`src/rtl/dff_pkg.sv`:
```
// Shared constants and helpers for the elastic DFF pipeline.
package dff_pkg;
  localparam logic DFF_RST_VAL_DEFAULT = 1'b0;

  function automatic int cnt_w(input int depth);
    return $clog2(depth + 1);
  endfunction
endpackage

```
`src/rtl/dff_pipe_stage.sv`:
```
// One WIDTH-bit pipeline stage: valid bit plus data bank with async/sync reset.
module dff_pipe_stage
  import dff_pkg::*;
#(
  parameter int               WIDTH   = 8,
  parameter logic [WIDTH-1:0] RST_VAL = {WIDTH{DFF_RST_VAL_DEFAULT}}
) (
  input  logic             clk,
  input  logic             async_rst_n,
  input  logic             sync_rst,
  input  logic             load_en,
  input  logic             vld_in,
  input  logic [WIDTH-1:0] data_in,
  output logic             vld,
  output logic [WIDTH-1:0] data
);

  always_ff @(posedge clk or negedge async_rst_n) begin
    if (!async_rst_n) begin
      vld  <= 1'b0;
      data <= RST_VAL;
    end else if (sync_rst) begin
      vld  <= 1'b0;
      data <= RST_VAL;
    end else if (load_en) begin
      vld <= vld_in;
      // invalid words are never captured so the data bank does not toggle
      if (vld_in) data <= data_in;
    end
  end

endmodule

```
`src/rtl/dff_pipe_elastic.sv`:
```
// DEPTH-stage elastic register pipeline with valid/ready on both sides and bubble collapse.
module dff_pipe_elastic
  import dff_pkg::*;
#(
  parameter int               WIDTH   = 8,
  parameter int               DEPTH   = 3,
  parameter logic [WIDTH-1:0] RST_VAL = {WIDTH{DFF_RST_VAL_DEFAULT}}
) (
  input  logic                      clk,
  input  logic                      async_rst_n,
  input  logic                      sync_rst,
  input  logic                      in_valid,
  input  logic [WIDTH-1:0]          in_data,
  output logic                      in_ready,
  output logic                      out_valid,
  output logic [WIDTH-1:0]          out_data,
  input  logic                      out_ready,
  output logic [cnt_w(DEPTH)-1:0]   count
);

  localparam int CW = cnt_w(DEPTH);

  logic [DEPTH-1:0]            v, rdy, vin;
  logic [DEPTH-1:0][WIDTH-1:0] d, din;
  logic                        in_xfer, out_xfer;

  // Ready ripples from the output side: a stage advances if it is empty
  // or everything downstream of it can move.
  always_comb begin : ready_chain
    logic acc;
    acc = out_ready;
    rdy = '0;
    for (int i = DEPTH - 1; i >= 0; i--) begin
      acc    = acc | ~v[i];
      rdy[i] = acc;
    end
  end

  for (genvar g = 0; g < DEPTH; g++) begin : g_link
    if (g == 0) begin : g_head
      assign vin[g] = in_valid;
      assign din[g] = in_data;
    end else begin : g_body
      assign vin[g] = v[g-1];
      assign din[g] = d[g-1];
    end
  end

  dff_pipe_stage #(.WIDTH(WIDTH), .RST_VAL(RST_VAL)) u_stage [DEPTH-1:0] (
    .clk        (clk),
    .async_rst_n(async_rst_n),
    .sync_rst   (sync_rst),
    .load_en    (rdy),
    .vld_in     (vin),
    .data_in    (din),
    .vld        (v),
    .data       (d)
  );

  assign in_ready  = rdy[0] & async_rst_n & ~sync_rst;
  assign out_valid = v[DEPTH-1] & ~sync_rst;
  assign out_data  = d[DEPTH-1];

  assign in_xfer  = in_valid & in_ready;
  assign out_xfer = out_valid & out_ready;

  always_ff @(posedge clk or negedge async_rst_n) begin
    if (!async_rst_n)             count <= '0;
    else if (sync_rst)            count <= '0;
    else if (in_xfer & ~out_xfer) count <= count + CW'(1);
    else if (~in_xfer & out_xfer) count <= count - CW'(1);
  end

endmodule

```
`config.mk`:
```
export PLATFORM = sky130hd
export DESIGN_NAME = dff_pipe_elastic
export DESIGN_NICKNAME = d
export VERILOG_FILES = /design/src/rtl/dff_pkg.sv /design/src/rtl/dff_pipe_stage.sv /design/src/rtl/dff_pipe_elastic.sv
export SDC_FILE = /design/constraint.sdc
export NUM_CORES = 1
export LEC_CHECK = 0
export ABC_AREA = 1
export CAP_MARGIN = 10
export CORE_MARGIN = 2
export CORE_UTILIZATION = 30
export CTS_CLUSTER_DIAMETER = 30
export DETAILED_ROUTE_END_ITERATION = 8
export PLACE_DENSITY = 0.54
export SETUP_SLACK_MARGIN = 0.3
export SYNTH_ARGS = -nofsm -noshare
export SYNTH_HDL_FRONTEND = slang
export SYNTH_SLANG_ARGS = --single-unit
```
`constraint.sdc`:
```
create_clock -name clk -period 1.2 [get_ports clk]
set_input_delay 0.24 -clock clk [delete_from_list [all_inputs] [get_ports clk]]
set_output_delay 0.24 -clock clk [all_outputs]
set_load 0.005 [all_outputs]
```
==> results.yml, run 1 <==
clock_network:
  cts.clk_slew.worst_paths_ns: 0.06
  clock_sinks: 29
  cts_tree: "yes"
  hold_buffers: 0
  clock_path_buffers: 2
  cts-root-buf: "clkbuf_8"
  clk_latency_ns: 0.28
  cts-htree-levels: 2
  cts_buffers: 5
route:
  vias_per_cell: 4.62
  num_vias: 1100
  drc: 0
  antenna_left: 0
  routedWlPerCell_um: 13.3
  routed_wl_um: 3160
  first_pass_iters: 4
  drt_iter0_drc: 54
timing:
  drv_slew: 0
  finalSetupViolations: 2
  timing.final.ws_setup_ns: -0.0672
  fin_skew_ns: 0.00605
  slew_headroom_pct: 76.0
  worstMarginPinSlew_ns: 0.360
  fin_crit_ns: 1.27
  hold_viol: 0
  hold_ws_ns: 0.179
  fmax_mhz: 789
  min_period_over_period_pct: 106
  rsz0062_at_grt: "true"
critical_path:
  cp_data_arrival_time_ns: 1.03
  path_class: "reg -> out"
  crit_path_start_kind: "flop"
  cp_max_fo: 3
  ff2ff_path_depth: 7
  cp.required_ns: 0.96
  end_kind: "output pin"
  critPathLaunch: "u_stage[2].vld"
  r2r_start: "u_stage[2].vld"
power_and_ir_drop:
  ir_drop_v: 0.000477
  p_leak_nw: 0.970
  power_mw: 2.24
  pwr_density_cell_nw_per_um2: 1080
floorplanning:
  die_h_um: 70.7
  std_cell_rows: 24
  coreArea_um2: 4320
  initial_core_util_pct: 30.9
  die-width_um: 70.7
  die-area_um2: 5000
  io_pins: 25
synthesis:
  syn-num-nets: 151
  synth_cell_types: 18
  postSynthAreaPerCell_um2: 9.67
  synth_adder_area_share_pct: 0
  synth_xor_area_share_pct: 0.656
  synth_compound_area_share_pct: 14.2
  netlist_area_um2: 1340
  synth.mux.area_fraction_pct: 0
  synth_seq_cells: 29
  synth-simple-area-share_pct: 16.9
  yosys_warnings: 0
  synth_top_family_by_area: "simple AND/OR/NAND/NOR gates"
  yosysSeqAreaShare_pct: 54.4
  netlist_instances: 138
layout:
  diodes: 0
  fillCellCount: 428
  final_common_cell: "dfrtp_1"
  regArea_um2: 727
  final_cell_mix: "28 x dfrtp_1, 22 x inv_1, 20 x buf_4, 12 x buf_2, 11 x o21ai_2"
  final_net_count: 199
  fin_util_pct: 47.7
  multi_input_comb_area_um2: 686
  synthToLayoutAreaGrowth_pct: 54.5
  drive_gt1_share_pct: 49.5
placement:
  pre_cts_ws_ns: -0.603
  place_congestion: 0.673
  hpwlAfterDp_um: 2010
  port_buffers: 24
outcome:
  violations: "negative setup slack"
  outcome: "finished, violations left"
grt:
  antenna_found_initial: 0
  grt_usage_pct: 13.8
  grt-ovfl-total: 0
  grt_pass1_vias: 1119
  grt_pass1_wl_um: 5330
  grt_max_degree: 30
job:
  maxCapViolCount: 0
min_path:
  worst_hold_path_type: "in -> async"
-- through the flow --
step,instances,TNS [ns],instance area [µm²]
detailed placement,218,-11.00,1700
global route,238,-0.408,2060
finish,238,-0.0867,2060
floorplan,138,0,1350
CTS,234,-0.112,1910
global placement,218,-10.45,1700
-- final timing paths --
kind,endpoint,slack [ns]
min in group clk,u_stage[1].data[1],0.51
max in group asynchronous,u_stage[2].vld,0.73
hold reg to reg,u_stage[1].data[1],0.51
hold / removal,u_stage[1].data[6],0.18
setup reg to reg,count[0],0
setup / recovery,in_ready,-0.07
-- cells by family (layout without fill, tap and decap cells) --
family / Yosys count / in the layout
DFF: 29 / 29
xor gates and xnor gates: 1 / 1
and+or+nand+nor: 43 / 46
buffers and inverters: 36 / 81
AOI/OAI and AO/OA: 29 / 29
-- what timing repair did --
action / in CTS / in global routing
gates cloned: 3 / 0
resized for setup: 80 / 23
pin swaps: 5 / 6
setup endpoints to repair: 41 / 41
setup buffers: 6 / 4
-- layer usage --
| layer | global-route usage, % | up-vias | part of all wire (%) |
|---|---|---|---|
| li1 | - | 548 | - |
| met1 | 16.0 | 521 | 39 |
| met2 | 23.6 | 26 | 54 |
| met3 | 4.56 | 5 | 5.3 |
| met4 | 5.03 | 0 | 1.2 |
| met5 | 0 | - | 0 |
-- power by group --
group          total, mW  internal (mW)  switching, mW
clock network      0.799          0.453          0.346
registers           1.05           1.03         0.0237
logic              0.386          0.168          0.219
total               2.24           1.65          0.588
-- registers in the layout, indices dropped and copies added, names as in the netlist --
signal	cells
count	2
u_stage.data	24
u_stage.vld	3
-- worst max-delay path, cell delays in order, from the launching register on --
cell and delay [ns]:
dfrtp_2 0.44, nand4_4 0.12, nand2_2 0.04, inv_1 0.04, buf_2 0.10
-- cell usage after synthesis --
cell type | n | area (µm²)
a21oi_1 | 2 | 10.0
buf_4 | 9 | 67.6
buf_6 | 1 | 11.3
clkbuf_8 | 1 | 13.8
dfrtp_1 | 29 | 726
inv_1 | 24 | 90.1
inv_2 | 1 | 3.75
nand2_1 | 14 | 52.6
nand2_2 | 3 | 18.8
nand3_1 | 19 | 95.1
nand3_2 | 2 | 20.0
nand4_1 | 1 | 6.26
nand4_4 | 1 | 21.3
nor2_1 | 3 | 11.3
o21ai_0 | 10 | 50.1
o21ai_2 | 9 | 78.8
o22ai_1 | 8 | 50.1
xor2_1 | 1 | 8.76
-- area by class of cell --
| class | count | share of cell area (%) |
|---|---|---|
| multi-input cells | 76 | 33.2 |
| clock buffers | 7 | 4.18 |
| flip-flops and latches | 29 | 35.2 |
| well taps | 52 | 3.15 |
| inverters | 25 | 4.79 |
| repair buffers | 49 | 19.4 |
Power figures use the tool's default switching activity.
==> inputs of run 2 (changes only) <==
TNS_END_PERCENT = 20   (was unset)
==> run 2 against run 1 <==
  * The flow still finishes with violations (negative setup slack)
  * Design area fell by 8.2%
  * Via count fell by 4.0%
  * Clock skew barely moved
  * Clock power rose by 28%
  * Maximum frequency fell by 1.0%
==> results.yml, run 2 (synthesis results as in run 1) <==
floorplanning:
  coreArea_um2: 4320
  initial_core_util_pct: 30.9
  die-area_um2: 5000
  die-width_um: 70.7
  io_pins: 25
  die_h_um: 70.7
  std_cell_rows: 24
power_and_ir_drop:
  p_leak_nw: 0.917
  power_mw: 2.41
  pwr_density_cell_nw_per_um2: 1270
  ir_drop_v: 0.000540
grt:
  grt_usage_pct: 13.2
  grt_pass1_wl_um: 5280
  grt-ovfl-total: 0
  grt_max_degree: 30
  antenna_found_initial: 0
  grt_pass1_vias: 1135
timing:
  finalSetupViolations: 6
  drv_slew: 0
  hold_viol: 0
  fin_crit_ns: 1.28
  slew_headroom_pct: 76.2
  min_period_over_period_pct: 107
  worstMarginPinSlew_ns: 0.357
  timing.final.ws_setup_ns: -0.0805
  fmax_mhz: 781
  rsz0062_at_grt: "true"
  fin_skew_ns: 0.00635
  hold_ws_ns: 0.171
layout:
  largest_register_ffs: 24
  fillCellCount: 434
  final_cell_mix: "29 x dfrtp_1, 23 x inv_1, 17 x buf_4, 12 x buf_2, 10 x nand3_2"
  reg.largest.list: "u_stage.data (24), u_stage.vld (3), count (2)"
  diodes: 0
  largest-register: "u_stage.data"
  synthToLayoutAreaGrowth_pct: 41.9
  final_common_cell: "dfrtp_1"
  fin_util_pct: 43.8
  final_cells: 232
  final_net_count: 192
  drive_gt1_share_pct: 40.0
critical_path:
  cp_top_family: "simple AND/OR/NAND/NOR gates"
  crit_end: "count[0]"
  critPathMaxStageDelay_ns: 0.42
  crit_path_cell_trace: "nand4_4, buf_6, buf_6, nand4_1, nand2_2, inv_2, nand2_1, o21ai_2"
  cp_data_arrival_time_ns: 1.45
  timing.rr.end: "count[0]"
  cpMostUsedCell: "buf_6"
  r2r_start: "u_stage[2].vld"
  cp_num_buf_inv: 3
  crit_path_start_kind: "flop"
  critPathLaunch: "u_stage[2].vld"
  ff2ff_path_depth: 8
  cp_slowest_cell: "dfrtp_1"
  path_class: "reg -> reg"
  path_depth: 8
  cp.required_ns: 1.37
  end_kind: "flop"
  regToRegSetupSlack_ns: -0.08
  cp_max_fo: 4
clock_network:
  clk_latency_ns: 0.27
  cts-htree-levels: 2
  clock_sinks: 29
  clock_path_buffers: 2
  cts.clk_slew.worst_paths_ns: 0.06
  cts_tree: "yes"
  cts-root-buf: "clkbuf_8"
  hold_buffers: 0
  cts_buffers: 5
placement:
  place_congestion: 0.677
  pre_cts_ws_ns: -0.599
  dp.cells: 216
  hpwlAfterDp_um: 1980
  port_buffers: 24
job:
  maxCapViolCount: 0
route:
  antenna_left: 0
  vias_per_cell: 4.55
  drc: 0
  first_pass_iters: 3
  routedWlPerCell_um: 12.5
  routed_wl_um: 2890
  num_vias: 1056
  drt_iter0_drc: 39
min_path:
  worst_hold_path_type: "in -> async"
outcome:
  violations: "negative setup slack"
  outcome: "finished, violations left"
run 2: area by class of cell:
type	instances	area [µm²]	area share [%]
well taps	52	65.1	3.43
inverters	25	96.3	5.09
clock buffers	7	86.3	4.56
repair buffers	44	347	18.3
multi-input cells	74	544	28.7
clock inverters	1	30.0	1.59
flip-flops and latches	29	726	38.3
run 2: through the flow:
stage          instance area [µm²]  TNS [ns]
2_1_floorplan                 1350         0
3_3_place_gp                  1670    -10.63
3_5_place_dp                  1670    -11.82
4_1_cts                       1880    -0.156
5_1_grt                       1890     -2.11
6_report                      1890    -0.215
run 2: power by group:
part / leakage (nW) / internal (mW) / switching [mW]
sequential: 0.391 / 1.03 / 0.0206
clock: 0.0585 / 0.676 / 0.341
combinational: 0.468 / 0.156 / 0.193
run 2: worst min path at each step:
stage / from / end / slack [ns] / depth (start not counted)
2_1_floorplan: async_rst_n / count[0] / -0.06 / 0
3_3_place_gp: u_stage[2].data[3] / u_stage[2].data[3] / 0.50 / 2
3_5_place_dp: u_stage[2].data[0] / u_stage[2].data[0] / 0.51 / 2
4_1_cts: async_rst_n / u_stage[1].data[4] / 0.19 / 2
5_1_grt: async_rst_n / u_stage[0].data[0] / 0.20 / 2
6_report: async_rst_n / u_stage[1].data[4] / 0.17 / 2
run 2: timing repair:
item / 4_1_cts / 5_1_grt
setup endpoints to repair: 41 / 41
pin swaps: 7 / 5
buffers inserted: 7 / 0
cloned: 1 / 0
resized for setup: 69 / 5
run 2: per-layer routing:
| layer | wire length [µm] | vias to the layer above | global-route usage, % |
|---|---|---|---|
| met3 | 113 | 4 | 3.99 |
| met2 | 1480 | 16 | 22.9 |
| met1 | 1260 | 510 | 16.0 |
| met5 | 0 | - | 0 |
| li1 | - | 526 | - |
| met4 | 31 | 0 | 3.14 |
==> inputs of run 3 (changes only) <==
==> constraint.sdc (replaced) <==
create_clock -name clk -period 1.2 [get_ports clk]
set_input_delay 0.36 -clock clk [delete_from_list [all_inputs] [get_ports clk]]
set_output_delay 0.36 -clock clk [all_outputs]
set_load 0.005 [all_outputs]
==> run 3 against run 2 <==
  * The flow still finishes with violations (negative setup slack)
  * Sequential power hardly changed
  * Critical path type is now reg -> out
  * Critical path depth is 3 lower
  * Setup slack worse by 0.16 ns
  * Highest routed layer unchanged
  * Non-clock buffer count is 4 higher
  * Sequential share of layout area is 2.0 points lower
==> results.yml, run 3 (synthesis results as in run 1) <==
route:
  routed_wl_um: 3040
  first_pass_iters: 4
  vias_per_cell: 4.62
  routedWlPerCell_um: 12.8
  num_vias: 1096
  antenna_left: 0
  drt_iter0_drc: 39
  drc: 0
placement:
  dp.cells: 218
  place_congestion: 0.663
  hpwlAfterDp_um: 1960
  port_buffers: 24
clock_network:
  cts-root-buf: "clkbuf_8"
  cts_tree: "yes"
  cts_buffers: 5
  clock_sinks: 29
  cts.clk_slew.worst_paths_ns: 0.06
  cts-htree-levels: 2
  clock_path_buffers: 2
  clk_latency_ns: 0.27
timing:
  worstMarginPinSlew_ns: 0.356
  fin_crit_ns: 1.44
  min_period_over_period_pct: 120
  drv_slew: 0
  hold_viol: 0
  rsz0062_at_grt: "true"
  timing.final.ws_setup_ns: -0.237
  slew_headroom_pct: 76.3
  finalSetupViolations: 8
  fin_skew_ns: 0.00310
  fmax_mhz: 696
critical_path:
  crit_path_cell_trace: "buf_6, nand4_4, nand2_2, inv_1, buf_2"
  cp_max_fo: 2
  crit_path_start_kind: "flop"
  crit_end: "in_ready"
  ff2ff_path_depth: 8
  cp.required_ns: 0.84
  end_kind: "output pin"
  critPathMaxStageDelay_ns: 0.40
  r2r_start: "u_stage[2].vld"
  regToRegSetupSlack_ns: -0.10
  timing.rr.end: "count[0]"
  path_class: "reg -> out"
  critPathLaunch: "u_stage[2].vld"
  cp_slowest_cell: "dfrtp_1"
  cp_data_arrival_time_ns: 1.08
grt:
  grt_usage_pct: 12.8
  antenna_found_initial: 0
  grt_max_degree: 30
  grt_pass1_vias: 1141
  grt_pass1_wl_um: 5080
  grt-ovfl-total: 0
layout:
  largest_register_ffs: 24
  final_net_count: 197
  final_common_cell: "dfrtp_1"
  synthToLayoutAreaGrowth_pct: 49.8
  final_cells: 237
  final_cell_mix: "29 x dfrtp_1, 21 x inv_1, 19 x buf_4, 13 x nand3_1, 11 x buf_2"
  largest-register: "u_stage.data"
  drive_gt1_share_pct: 42.2
  diodes: 0
  reg.largest.list: "u_stage.data (24), u_stage.vld (3), count (2)"
floorplanning:
  die_h_um: 70.7
  std_cell_rows: 24
  io_pins: 25
  die-area_um2: 5000
  coreArea_um2: 4320
  die-width_um: 70.7
  initial_core_util_pct: 30.9
outcome:
  outcome: "finished, violations left"
  violations: "negative setup slack"
min_path:
  worst_hold_path_type: "in -> async"
job:
  maxCapViolCount: 0
power_and_ir_drop:
  pwr_density_cell_nw_per_um2: 1240
  ir_drop_v: 0.000504
  power_mw: 2.47
  p_leak_nw: 0.955
-- run 3: critical path, delay by kind of cell, from the launching register on --
family	cells	cell delay, ns
flops	1	0.40
simple gates	2	0.12
buf+inv	3	0.27
-- run 3: power breakdown --
group | total (mW) | internal [mW] | leakage (nW) | switching, mW
registers | 1.04 | 1.03 | 0.391 | 0.0186
clock network | 1.04 | 0.676 | 0.0585 | 0.359
logic | 0.394 | 0.183 | 0.505 | 0.210
-- run 3: metal layers --
metal	vias to the layer above	global-route usage (%)	wire, µm
li1	539	-	-
met1	532	15.4	1240
met2	19	20.6	1600
met3	6	3.85	115
met4	0	6.92	85
met5	-	0	0
-- run 3: how the worst min path moves through the flow --
stage / startpoint / endpoint / slack [ns] / cells after the start
floorplan: async_rst_n / count[0] / 0.06 / 0
global placement: u_stage[1].data[4] / u_stage[1].data[4] / 0.50 / 2
detailed placement: u_stage[2].data[1] / u_stage[2].data[1] / 0.50 / 2
CTS: async_rst_n / u_stage[2].data[3] / 0.28 / 2
global route: async_rst_n / u_stage[0].data[6] / 0.29 / 2
finish: async_rst_n / u_stage[2].data[1] / 0.28 / 2
-- run 3: timing repair --
| action | 4_1_cts | 5_1_grt |
|---|---|---|
| pin swaps | 5 | 8 |
| hold buffers | 0 | 0 |
| setup buffers | 9 | 0 |
| gates resized for setup | 63 | 29 |
| setup endpoints to repair | 41 | 41 |
| gates cloned | 0 | 2 |
-- run 3: area by class of cell --
class	count	area, µm²
clock inverters	1	30.0
well taps	52	65.1
fillers	427	2320
clock buffers	7	86.3
multi-input cells	75	591
flip-flops and latches	29	726
repair buffers	48	398
inverters	25	104
-- run 3: per-stage QoR --
step                      TNS (ns)  utilization [%]  hold WS (ns)  setup WS [ns]  area (µm²)
final                       -0.605             46.2         0.278         -0.237        2000
after global routing         -1.44             46.2         0.295         -0.303        2000
after CTS                   -0.633             44.2         0.283         -0.253        1910
after detailed placement    -16.12             39.4         0.502         -0.848        1710
after global placement      -15.85             39.4         0.500         -0.846        1710
after floorplan                  0                -        0.0644          0.126        1360
